`config.mk`:
```
export PLATFORM = sky130hd
export DESIGN_NAME = hazard_scoreboard
export DESIGN_NICKNAME = d
export VERILOG_FILES = /design/src/rtl/hazard_pkg.sv /design/src/rtl/hazard_match.sv /design/src/rtl/hazard_scoreboard.sv
export SDC_FILE = /design/constraint.sdc
export NUM_CORES = 1
export LEC_CHECK = 0
export ABC_AREA = 1
export CAP_MARGIN = 15
export CORE_UTILIZATION = 40
export CTS_CLUSTER_DIAMETER = 80
export DETAILED_ROUTE_END_ITERATION = 16
export GPL_TIMING_DRIVEN = 0
export PLACE_DENSITY = 0.71
export SYNTH_ARGS = -nofsm -noshare
export SYNTH_HDL_FRONTEND = slang
export SYNTH_HIERARCHICAL = 1
export SYNTH_SLANG_ARGS = --single-unit
```
`constraint.sdc`:
```
create_clock -name clk -period 2.3 [get_ports clk]
set_input_delay 0.23 -clock clk [delete_from_list [all_inputs] [get_ports clk]]
set_output_delay 0.23 -clock clk [all_outputs]
set_load 0.02 [all_outputs]
```
`src/rtl/hazard_pkg.sv`:
```
// Shared types and constants for the decode-stage hazard scoreboard.
// Width helpers let forwarding-select and latency fields track the tracked depth.
package hazard_pkg;

  localparam int LAT_ALU   = 1;
  localparam int LAT_LOAD  = 2;
  localparam int TAG_RD_W  = 5;
  localparam int TAG_LAT_W = 2;

  // Layout of one in-flight destination tag for the default configuration
  typedef struct packed {
    logic                 valid;
    logic [TAG_RD_W-1:0]  rd;
    logic [TAG_LAT_W-1:0] lat;
  } tag_t;

  function automatic int sel_width(input int depth);
    return $clog2(depth + 1);
  endfunction

endpackage

```
`src/rtl/hazard_match.sv`:
```
// Per-operand priority search over the in-flight tags.
// The youngest matching stage decides between forwarding and a hazard.
module hazard_match import hazard_pkg::*; #(
  parameter int REG_ADDR_WIDTH = 5,
  parameter int DEPTH          = 2,
  localparam int SEL_W         = sel_width(DEPTH),
  localparam int LAT_W         = sel_width(DEPTH)
) (
  input  logic [DEPTH-1:0]                tag_valid,
  input  logic [DEPTH*REG_ADDR_WIDTH-1:0] tag_rd,
  input  logic [DEPTH*LAT_W-1:0]          tag_lat,
  input  logic [REG_ADDR_WIDTH-1:0]       rs_addr,
  input  logic                            rs_used,
  output logic [SEL_W-1:0]                sel,
  output logic                            hazard
);

  logic found_s;

  // Stage 1 is searched first so the youngest producer wins
  always_comb begin
    sel     = '0;
    hazard  = 1'b0;
    found_s = 1'b0;
    if (rs_used && (rs_addr != '0)) begin
      for (int s = 1; s <= DEPTH; s++) begin
        if (!found_s && tag_valid[s-1] &&
            (tag_rd[(s-1)*REG_ADDR_WIDTH +: REG_ADDR_WIDTH] == rs_addr)) begin
          found_s = 1'b1;
          if (int'(tag_lat[(s-1)*LAT_W +: LAT_W]) <= s) begin
            sel = SEL_W'(s);
          end else begin
            hazard = 1'b1;
          end
        end
      end
    end else begin
      sel    = '0;
      hazard = 1'b0;
    end
  end

endmodule

```
`src/rtl/hazard_scoreboard.sv`:
```
// Decode-stage scoreboard: tracks destination tags through DEPTH post-issue stages,
// drives per-operand forward selects and the load-use/latency stall.
module hazard_scoreboard import hazard_pkg::*; #(
  parameter int REG_ADDR_WIDTH = 5,
  parameter int NUM_SRC        = 2,
  parameter int DEPTH          = 2,
  parameter int STALL_CNT_W    = 16,
  localparam int SEL_W         = sel_width(DEPTH),
  localparam int LAT_W         = sel_width(DEPTH)
) (
  input  logic                              clk,
  input  logic                              rst,
  input  logic                              id_valid,
  input  logic                              id_we,
  input  logic [REG_ADDR_WIDTH-1:0]         id_rd,
  input  logic [LAT_W-1:0]                  id_lat,
  input  logic [NUM_SRC*REG_ADDR_WIDTH-1:0] rs_addr,
  input  logic [NUM_SRC-1:0]                rs_used,
  input  logic                              flush,
  input  logic                              ext_hold,
  input  logic                              cnt_clr,
  output logic [NUM_SRC*SEL_W-1:0]          src_sel,
  output logic                              stall,
  output logic [STALL_CNT_W-1:0]            stall_cnt
);

  logic [DEPTH-1:0]                tag_valid_r;
  logic [DEPTH*REG_ADDR_WIDTH-1:0] tag_rd_r;
  logic [DEPTH*LAT_W-1:0]          tag_lat_r;
  logic [NUM_SRC-1:0]              hazard_s;
  logic [STALL_CNT_W-1:0]          stall_cnt_r;

  for (genvar i = 0; i < NUM_SRC; i++) begin : g_port
    hazard_match #(
      .REG_ADDR_WIDTH(REG_ADDR_WIDTH),
      .DEPTH         (DEPTH)
    ) u_match (
      .tag_valid(tag_valid_r),
      .tag_rd   (tag_rd_r),
      .tag_lat  (tag_lat_r),
      .rs_addr  (rs_addr[i*REG_ADDR_WIDTH +: REG_ADDR_WIDTH]),
      .rs_used  (rs_used[i]),
      .sel      (src_sel[i*SEL_W +: SEL_W]),
      .hazard   (hazard_s[i])
    );
  end

  // A flushed instruction never stalls; it is being discarded anyway
  assign stall     = id_valid & (|hazard_s) & ~flush;
  assign stall_cnt = stall_cnt_r;

  // Tag shift register; a flush drops the old stage-1 entry instead of shifting it
  always_ff @(posedge clk or posedge rst) begin
    if (rst) begin
      tag_valid_r <= '0;
      tag_rd_r    <= '0;
      tag_lat_r   <= '0;
    end else if (ext_hold) begin
      if (flush) begin
        tag_valid_r[0] <= 1'b0;
      end
    end else begin
      for (int s = DEPTH - 1; s >= 1; s--) begin
        tag_valid_r[s] <= (s == 1 && flush) ? 1'b0 : tag_valid_r[s-1];
        tag_rd_r[s*REG_ADDR_WIDTH +: REG_ADDR_WIDTH] <= tag_rd_r[(s-1)*REG_ADDR_WIDTH +: REG_ADDR_WIDTH];
        tag_lat_r[s*LAT_W +: LAT_W] <= tag_lat_r[(s-1)*LAT_W +: LAT_W];
      end
      if (id_valid && !flush && !stall) begin
        tag_valid_r[0]                <= id_we && (id_rd != '0);
        tag_rd_r[0 +: REG_ADDR_WIDTH] <= id_rd;
        tag_lat_r[0 +: LAT_W]         <= id_lat;
      end else begin
        tag_valid_r[0] <= 1'b0;
      end
    end
  end

  // Saturating hazard-stall cycle counter; a held pipeline does not count
  always_ff @(posedge clk or posedge rst) begin
    if (rst) begin
      stall_cnt_r <= '0;
    end else if (cnt_clr) begin
      stall_cnt_r <= '0;
    end else if (stall && !ext_hold && (stall_cnt_r != {STALL_CNT_W{1'b1}})) begin
      stall_cnt_r <= stall_cnt_r + STALL_CNT_W'(1);
    end else begin
      stall_cnt_r <= stall_cnt_r;
    end
  end

endmodule

```
Yosys cells after proc, flatten, opt, wreduce, memory -nomap -nowiden. Index checks and enable logic that the tools add are counted.

Register bits: 32. Latch bits: 0. RAM bits: 0. Memory bits (read-only): 0. Input port bits: 26. Output and inout bits: 21. Word-level logic and storage cells: 70. Memories kept: 0.

Add/subtract/negate cells: 1. Multipliers: 0. Divide/modulo/power cells: 0. $lt $le $gt $ge: 2. Equal/unequal tests: 5. Shift operators: 0. Mux-type cells: 27. Bitwise operators: 4. Reduce and logical (&&, ||, !) cells: 24.

Operator list (count): 16-bit two-way mux (2); 5-bit equality test (4); 1-bit two-way mux (18); 16-bit by 1-bit adder with 16-bit output (second input constant) (1); 16-bit inequality test (second input constant) (1); 5-bit nonzero test (3); 2-bit two-way mux (7); 1-bit logical AND (13); 1-bit logical NOT (5); 1-bit AND (2); 2-bit by 1-bit <= comparator with 1-bit output (second input constant) (1); 2-bit <= comparator (second input constant) (1); 1-bit inverter (2); 2-bit AND reduction (1); 2-bit nonzero test (1); 2-bit OR reduction (1).

Depth between registers and ports, before layout. Gate-level depths: netlist of run 1.

Depth after elaboration: 16. Gate-level depth with buffers: 16. Depth with buffers taken out: 15.

Hierarchy. Netlist of run 1, hierarchy kept.

By module, submodules not included: hazard_scoreboard (times used 1, cells each 214, area each 1657.8 µm², sequential area each 800.8 µm²); hazard_match (times used 2, cells each 63, area each 279.0 µm², sequential area each 0.0 µm²).

Least setup slack after synthesis of run 1. No wires, ideal clock.

Kind: register to register. From: reg tag_rd_r[3]. To: reg stall_cnt_r[10] (netlist: stall_cnt[10]). Setup time: 119 ps. Arrival: 1961 ps. Data required time: 2181 ps. Slack: 220 ps. Stages on the path, launching flop included: 17. Buffers on the path: 1. Period minus slack after synthesis: 2080 ps. Path through: dfrtp_1 -> inv_1 -> nand2_1 -> nand2_1 -> nor2_2 -> nand3_2 -> nor2_1 -> nand2_1 -> nand2_1 -> nor2_1 -> nor3_2 -> nand2_1 -> nor2_4 -> nor2_8 -> buf_6 -> nand2_1 -> nand2_1.

Word-level cells in the longest chain between the ends: 15. Elaborated cells on any way between the ends: 28. Classes of those cells: eq/ne: 2; mux: 12; bitwise: 2; reduce/logical: 12.

Ends and longest elaborated chain: start: declaration (line hazard_scoreboard.sv:28) `logic [DEPTH*REG_ADDR_WIDTH-1:0] tag_rd_r;`; start signal: indexed assignment (line hazard_scoreboard.sv:65) `tag_rd_r[s*REG_ADDR_WIDTH +: REG_ADDR_WIDTH] <= tag_rd_r[(s-1)*REG_ADDR_WIDTH +: REG_ADDR_WIDTH];`; start signal: indexed assignment (line hazard_scoreboard.sv:70) `tag_rd_r[0 +: REG_ADDR_WIDTH] <= id_rd;`; 5-bit equality test * (line hazard_match.sv:28) `(tag_rd[(s-1)*REG_ADDR_WIDTH +: REG_ADDR_WIDTH] == rs_addr)) begin`; 1-bit logical AND * (line hazard_match.sv:27) `if (!found_s && tag_valid[s-1] &&`; 1-bit two-way mux (line hazard_match.sv:27); 1-bit two-way mux (line hazard_match.sv:25) `if (rs_used && (rs_addr != '0)) begin`; 1-bit logical NOT (line hazard_match.sv:27); 1-bit logical AND (2 in series) (line hazard_match.sv:27); 1-bit two-way mux * (line hazard_match.sv:27); 1-bit two-way mux * (line hazard_match.sv:25); net hazard_s[1] (line hazard_scoreboard.sv:30) `logic [NUM_SRC-1:0] hazard_s;`; 2-bit OR reduction * (line hazard_scoreboard.sv:49) `assign stall = id_valid & (|hazard_s) & ~flush;`; 1-bit AND * (2 in series) (line hazard_scoreboard.sv:49); net stall (line hazard_scoreboard.sv:23) `output logic stall,`; 1-bit logical AND * (2 in series) (line hazard_scoreboard.sv:84) `end else if (stall && !ext_hold && (stall_cnt_r != {STALL_CNT_W{1'b1}})) begin`; 2-bit nonzero test (no source line) *; end signal: assignment (line hazard_scoreboard.sv:85) `stall_cnt_r <= stall_cnt_r + STALL_CNT_W'(1);`; end signal: assignment (line hazard_scoreboard.sv:87) `stall_cnt_r <= stall_cnt_r;`; end: declaration (line hazard_scoreboard.sv:31) `logic [STALL_CNT_W-1:0] stall_cnt_r;`.

The timed path passes the listed nets; every way through them passes the cells marked *. The select of a mux whose other input is x is not followed. A chain may end at the register's enable or synchronous reset.

Final worst setup path of run 1.
From: in rs_addr[7]. To: out src_sel[3].

Word-level cells in the longest chain between the ends: 9. Elaborated cells on any way between the ends: 12. Classes of those cells: eq/ne: 2; mux: 4; reduce/logical: 6.

Ends and longest elaborated chain: start: declaration (line hazard_scoreboard.sv:17) `input logic [NUM_SRC*REG_ADDR_WIDTH-1:0] rs_addr,`; 5-bit equality test (line hazard_match.sv:28); 1-bit logical AND (line hazard_match.sv:27); 1-bit two-way mux (line hazard_match.sv:27); 1-bit two-way mux (line hazard_match.sv:25); 1-bit logical NOT (line hazard_match.sv:27); 1-bit logical AND (2 in series) (line hazard_match.sv:27); 2-bit two-way mux (line hazard_match.sv:27); 2-bit two-way mux * (line hazard_match.sv:25); end: declaration (line hazard_scoreboard.sv:22) `output logic [NUM_SRC*SEL_W-1:0] src_sel,`.

Mark *: on every way between the ends. The rest lies on a longest branch, timed or not. The select of a mux whose other input is x is not followed.

==> flow_summary.json, run 1 <==
{
  "outcome": "finished, final reports clean",
  "grt_pass1_vias": 2074,
  "numCtsBuffers": 5,
  "p_sw_w": 0.000419,
  "end_kind": "primary output",
  "post-dp-hpwl_um": 4340,
  "ys_ff_latch": 32,
  "drive_gt1_frac": 0.150,
  "synth_fp_nets": 367,
  "clock_sinks": 32,
  "irDropWorstVdd_mv": 0.364,
  "worstMarginPinSlew_ns": 0.496,
  "nNetsFinal": 427,
  "grt_max_degree": 23,
  "hold_path_class": "in2async",
  "reg2reg_to": "stall_cnt[12]$_DFFE_PP0P_",
  "rrSetupSlack_ns": 0.13,
  "period_share": 0.958,
  "relSlewSlack": 0.669,
  "coreArea_sq_mm": 0.00520,
  "n_fill_cell": 505,
  "timing.final.crit_period_ns": 2.20,
  "cts_root_buf": "clkbuf_8",
  "critical_path.endpoint": "src_sel[3]",
  "syn_area_per_cell_sq_um": 6.52,
  "cts_tree": "done",
  "clock_path_buffers": 2,
  "std_cell_rows": 26,
  "setup_viol": 0,
  "initial_utilization": 0.426,
  "grt_overflow": 0,
  "hold_buffers": 0,
  "yosysWarningCount": 6,
  "wire_per_inst_um": 12.2,
  "path_cells": "clkdlybuf4s50_1 > inv_2 > nand2_1 > nand2_1 > nor2_1 > nand2_1 > nor2_2 > nand3_1 > nor2_1 > clkdlybuf4s50_1",
  "antenna_found_initial": 0,
  "cp-startpoint": "rs_addr[7]",
  "vias_per_cell": 4.81,
  "numPortBuffers": 46,
  "die_y_um": 76.4,
  "leakagePower_nw": 1.50,
  "crit_type": "in2out",
  "track_usage": 0.198,
  "globalplace.congestion": 0.833,
  "route.detailed.drc": 0,
  "finalClockSkew_ns": 0.00423,
  "drtIter0Drc": 97,
  "synthCells": 340,
  "diodes": 0,
  "via_count": 2266,
  "clk_latency_ns": 0.28,
  "p_int_w": 0.00110,
  "worstRegToRegCells": 16,
  "crit_fanout": 3,
  "worstReg2RegStart": "tag_rd_r[2]$_DFFE_PP0P_",
  "power_frac_clock": 0.391,
  "worstPathArrival_ns": 1.97,
  "place_inst": 457,
  "synthesis.area_sq_mm": 0.00222,
  "drtPass1Iterations": 4,
  "report.final.hold_viol_count": 0,
  "power.total_w": 0.00152,
  "p_per_area_mw_per_mm2": 507,
  "switching_share": 0.275,
  "yosysSeqAreaShare": 0.361,
  "ios": 47,
  "path_common_cell": "nand2_1",
  "clkTransAtPathRegs_ns": 0.07,
  "power_frac_seq": 0.432,
  "max_cap_viol_count": 0,
  "cts.htree.levels": 2,
  "wl_um": 5720,
  "ant_nets": 0,
  "die_width_um": 76.4,
  "critPathSlowestCell": "clkdlybuf4s50_1",
  "comb_power_share": 0.177,
  "cp-start-kind": "primary input",
  "clock.fmax_mhz": 454,
  "required_ns": 2.07,
  "die_area_sq_mm": 0.00584,
  "rsz0062_at_grt": "yes",
  "area_growth_pct": 35.3,
  "ys_types": 27,
  "maxSlewViolCount": 0,
  "grt_pass1_wl_um": 9140,
  "fin_cells": 471,
  "max_stage_delay_ns": 0.60
}
Yosys cell counts, drive strengths merged:
| master | n | area, sq um |
|---|---|---|
| or2 | 1 | 6.26 |
| nor2 | 42 | 214 |
| o21bai | 2 | 15.0 |
| xor2 | 5 | 43.8 |
| nand3 | 26 | 140 |
| buf | 2 | 18.8 |
| nand2 | 146 | 556 |
| dfrtp | 32 | 801 |
| nand3b | 1 | 7.51 |
| xnor2 | 1 | 8.76 |
| clkinv | 1 | 3.75 |
| nor3 | 4 | 25.0 |
| nand4 | 12 | 105 |
| inv | 47 | 176 |
| ha | 1 | 12.5 |
| o21ai | 15 | 75.1 |
| clkbuf | 2 | 7.51 |
registers in the layout, indices dropped and copies added, names as in the netlist:
| register | flops |
|---|---|
| stall_cnt | 16 |
| tag_lat_r | 4 |
| tag_rd_r | 10 |
| tag_valid_r | 2 |
cell usage in the layout, fill, tap and decap left out, types with 3 or more instances in the layout:
cell type        synthesis  layout
dfrtp_2                  0       4
inv_1                   36      36
inv_2                   11      11
nand3_1                 24      24
clkdlybuf4s50_1          0      39
nor2_1                  29      27
nor3_1                   3       3
nand2_2                  3       4
clkbuf_8                 0       7
dfrtp_1                 32      28
o21ai_0                 12      12
nand2_1                143     142
xor2_1                   5       5
dlymetal6s2s_1           0       6
nand4_1                 10      10
buf_4                    1       7
nor2_2                  10      12
per-layer routing:
layer	vias to the layer above	global-route usage	wire (um)
met3	6	0.0359	278
met2	61	0.367	2910
met1	1024	0.228	2470
li1	1175	-	-
met4	0	0.0596	65
met5	-	0	0
power groups by stage:
stage | Combinational [W] | Sequential [W] | Clock, W
floorplan | 0.000167 | 0.000652 | 0
global placement | 0.000247 | 0.000664 | 0
detailed placement | 0.000262 | 0.000666 | 0
CTS | 0.000264 | 0.000656 | 0.000606
global route | 0.000305 | 0.000666 | 0.000631
finish | 0.000270 | 0.000658 | 0.000594
how the worst min path moves through the flow:
stage / end / slack, ns / start
floorplan: tag_rd_r[6]$_DFFE_PP0N_ / 0.34 / ext_hold
global placement: tag_lat_r[2]$_DFFE_PP0N_ / 0.49 / tag_lat_r[2]$_DFFE_PP0N_
detailed placement: tag_lat_r[3]$_DFFE_PP0N_ / 0.51 / tag_lat_r[3]$_DFFE_PP0N_
CTS: tag_rd_r[4]$_DFFE_PP0P_ / 0.27 / rst
global route: tag_rd_r[7]$_DFFE_PP0N_ / 0.31 / rst
finish: tag_rd_r[4]$_DFFE_PP0P_ / 0.26 / rst
timing repair:
item	CTS	global route
cloned	0	1
gates resized for setup	1	21
setup buffers	0	5
pin swaps	0	4
setup endpoints to repair	1	21
cell families after synthesis:
family | share of synthesized area
AND/OR/NAND/NOR | 0.475
AO/OA/AOI/OAI | 0.0407
buffers and inverters | 0.0932
flip-flops | 0.361
adder cells (fa/ha/maj) | 0.00565
XOR/XNOR | 0.0237
cell type report:
class | count | area, sq um | area share
clock inverter | 1 | 30.0 | 0.0100
clock buffer | 7 | 96.3 | 0.0321
timing repair buffer | 53 | 546 | 0.182
sequential | 32 | 806 | 0.269
inverter | 48 | 180 | 0.0601
tap | 70 | 87.6 | 0.0292
buffer | 4 | 30.0 | 0.0100
multi-input combinational | 256 | 1220 | 0.408
metrics by stage:
step	instance area [sq um]	TNS [ns]	hold slack, ns	setup WS, ns	util
global route	3000	-0.175	0.313	-0.0283	0.576
finish	3000	0	0.264	0.0955	0.576
CTS	2920	0	0.273	0.0164	0.560
detailed placement	2790	-4.45	0.506	-0.288	0.536
floorplan	2220	0	0.337	0.220	-
global placement	2760	-3.22	0.487	-0.219	0.531
worst max-delay path: cells and delay by family:
kind / cells / cell delay (ns)
buffers and inverters: 3 / 1.18
AND/OR/NAND/NOR: 7 / 0.57
(Power assumes the default switching activity.)
==> run 2: changes to the inputs <==
--- a/config.mk
+++ b/config.mk
@@ -10,6 +10,7 @@
 export CORE_UTILIZATION = 40
 export CTS_CLUSTER_DIAMETER = 80
 export DETAILED_ROUTE_END_ITERATION = 16
+export GPL_ROUTABILITY_DRIVEN = 0
 export GPL_TIMING_DRIVEN = 0
 export PLACE_DENSITY = 0.71
 export SYNTH_ARGS = -nofsm -noshare
==> results of run 2 <==
The final DEF is identical to that of run 1; final timing and power are the same.
==> run 3: changes to the inputs <==
--- a/config.mk
+++ b/config.mk
@@ -13,6 +13,7 @@
 export GPL_ROUTABILITY_DRIVEN = 0
 export GPL_TIMING_DRIVEN = 0
 export PLACE_DENSITY = 0.71
+export RECOVER_POWER = 100
 export SYNTH_ARGS = -nofsm -noshare
 export SYNTH_HDL_FRONTEND = slang
 export SYNTH_HIERARCHICAL = 1
==> run 3 against run 2 <==
Power shrank 0.42%; sequential share of layout area grew 0.29 points; critical path depth did not move; design area decreased by 1.1%; maximum frequency is essentially flat; sequential power is essentially flat; largest cell class unchanged; setup slack worse by 0.0015 ns; highest routed layer unchanged; core utilization decreased by 0.62 points; count of clock-buffer cells in the layout did not move; register-to-register slack worse by 0.02 ns; clock skew is essentially flat.
==> flow_summary.json, run 3 (synthesis results as in run 1) <==
{
  "drtIter0Drc": 95,
  "finalClockSkew_ns": 0.00401,
  "end_kind": "primary output",
  "vias_per_cell": 4.78,
  "initial_utilization": 0.426,
  "die_area_sq_mm": 0.00584,
  "coreArea_sq_mm": 0.00520,
  "maxSlewViolCount": 0,
  "drtPass1Iterations": 4,
  "route.detailed.drc": 0,
  "crit_type": "in2out",
  "grt_max_degree": 23,
  "hold_path_class": "in2async",
  "irDropWorstVdd_mv": 0.364,
  "setup_viol": 0,
  "power_frac_clock": 0.391,
  "power.total_w": 0.00152,
  "wl_um": 5740,
  "worstPathArrival_ns": 1.98,
  "drive_gt1_frac": 0.147,
  "std_cell_rows": 26,
  "diodes": 0,
  "relSlewSlack": 0.175,
  "reg2reg_to": "stall_cnt[12]$_DFFE_PP0P_",
  "grt_pass1_vias": 2074,
  "area_growth_pct": 33.9,
  "ios": 47,
  "track_usage": 0.198,
  "clock_sinks": 32,
  "report.final.hold_viol_count": 0,
  "ant_nets": 0,
  "die_width_um": 76.4,
  "rsz0062_at_grt": "yes",
  "nNetsFinal": 427,
  "p_per_area_mw_per_mm2": 511,
  "place_area_sq_mm": 0.00279,
  "antenna_found_initial": 0,
  "place_inst": 457,
  "numCtsBuffers": 5,
  "crit_fanout": 3,
  "max_cap_viol_count": 0,
  "finalWorstSetupSlack_ns": 0.0940,
  "clkTransAtPathRegs_ns": 0.07,
  "p_sw_w": 0.000418,
  "layout_common_cells": "142 x nand2_1, 36 x inv_1, 28 x dfrtp_1",
  "design_area_sq_mm": 0.00297,
  "cts_root_buf": "clkbuf_8",
  "worstRegToRegCells": 16,
  "clk_latency_ns": 0.28,
  "grt_overflow": 0,
  "cts_tree": "done",
  "leakagePower_nw": 1.52,
  "largest_reg_flops": 16,
  "timing.final.crit_period_ns": 2.21,
  "pre_cts_slack_ns": -0.288,
  "layout_commonest_cell": "nand2_1",
  "switching_share": 0.276,
  "worstReg2RegStart": "tag_rd_r[2]$_DFFE_PP0P_",
  "fin_cells": 471,
  "comb_power_share": 0.174,
  "numPortBuffers": 46,
  "post-dp-hpwl_um": 4340,
  "p_int_w": 0.00110,
  "outcome": "finished, final reports clean",
  "required_ns": 2.07,
  "via_count": 2253,
  "rrSetupSlack_ns": 0.11,
  "grt_pass1_wl_um": 9140,
  "die_y_um": 76.4,
  "wire_per_inst_um": 12.2,
  "clock_path_buffers": 2,
  "power_frac_seq": 0.435,
  "cts.htree.levels": 2,
  "period_share": 0.959,
  "clock.fmax_mhz": 453,
  "worstMarginPinSlew_ns": 1.24,
  "cp-start-kind": "primary input"
}
run 3: cell types whose count changed in the layout (fill, tap and decap cells not counted), sizes merged:
cell and change:
clkdlybuf4s50 -17, clkbuf +2, buf -1, dlymetal6s2s -1, dlygate4sd3 +17
run 3: what timing repair did:
action | 4_1_cts | 5_1_grt
cloned | 0 | 1
setup buffers | 0 | 5
pin swaps | 0 | 4
setup endpoints to repair | 1 | 21
gates resized for setup | 1 | 21
hold buffers | 0 | 0
run 3: power groups by stage:
| stage | Clock, W | Combinational [W] | Sequential, W |
|---|---|---|---|
| 2_1_floorplan | 0 | 0.000167 | 0.000652 |
| 3_3_place_gp | 0 | 0.000247 | 0.000664 |
| 3_5_place_dp | 0 | 0.000262 | 0.000666 |
| 4_1_cts | 0.000606 | 0.000264 | 0.000656 |
| 5_1_grt | 0.000631 | 0.000299 | 0.000666 |
| 6_report | 0.000593 | 0.000264 | 0.000658 |
run 3: layer usage:
metal,GRT usage,routed length [um]
met1,0.228,2480
met2,0.367,2930
met3,0.0359,264
met4,0.0596,65
met5,0,0
run 3: critical path, stage by stage:
cell,delay [ns]
clkdlybuf4s50_1,0.51
inv_2,0.07
nand2_1,0.06
nand2_1,0.05
nor2_1,0.13
nand2_1,0.08
nor2_2,0.10
nand3_1,0.07
nor2_1,0.08
clkdlybuf4s50_1,0.60
run 3: final cells by class:
cell class / instances / area [sq um]
fillers: 509 / 2240
multi-input cells: 256 / 1220
flip-flops and latches: 32 / 806
repair buffers: 53 / 513
inverters: 48 / 180
clock buffers: 7 / 96.3
well taps: 70 / 87.6
clock inverters: 1 / 30.0
plain buffers: 4 / 30.0
run 3: worst max path at each step:
stage / endpoint / slack, ns / depth (start not counted) / from
after global routing: stall_cnt[12]$_DFFE_PP0P_ / -0.03 / 16 / tag_rd_r[1]$_DFFE_PP0P_
final: src_sel[3] / 0.09 / 10 / rs_addr[7]
after CTS: src_sel[1] / 0.02 / 10 / rs_addr[2]
after global placement: stall_cnt[10]$_DFFE_PP0P_ / -0.22 / 16 / rs_addr[9]
after detailed placement: stall_cnt[3]$_DFFE_PP0P_ / -0.29 / 16 / rs_addr[4]
after floorplan: stall_cnt[10]$_DFFE_PP0P_ / 0.22 / 16 / tag_rd_r[3]$_DFFE_PP0P_
run 3: stage by stage:
| step | utilization | hold slack, ns | TNS (ns) |
|---|---|---|---|
| after CTS | 0.560 | 0.273 | 0 |
| final | 0.570 | 0.362 | 0 |
| after global routing | 0.570 | 0.405 | -0.174 |
| after floorplan | - | 0.337 | 0 |
| after detailed placement | 0.536 | 0.506 | -4.45 |
| after global placement | 0.531 | 0.487 | -3.22 |
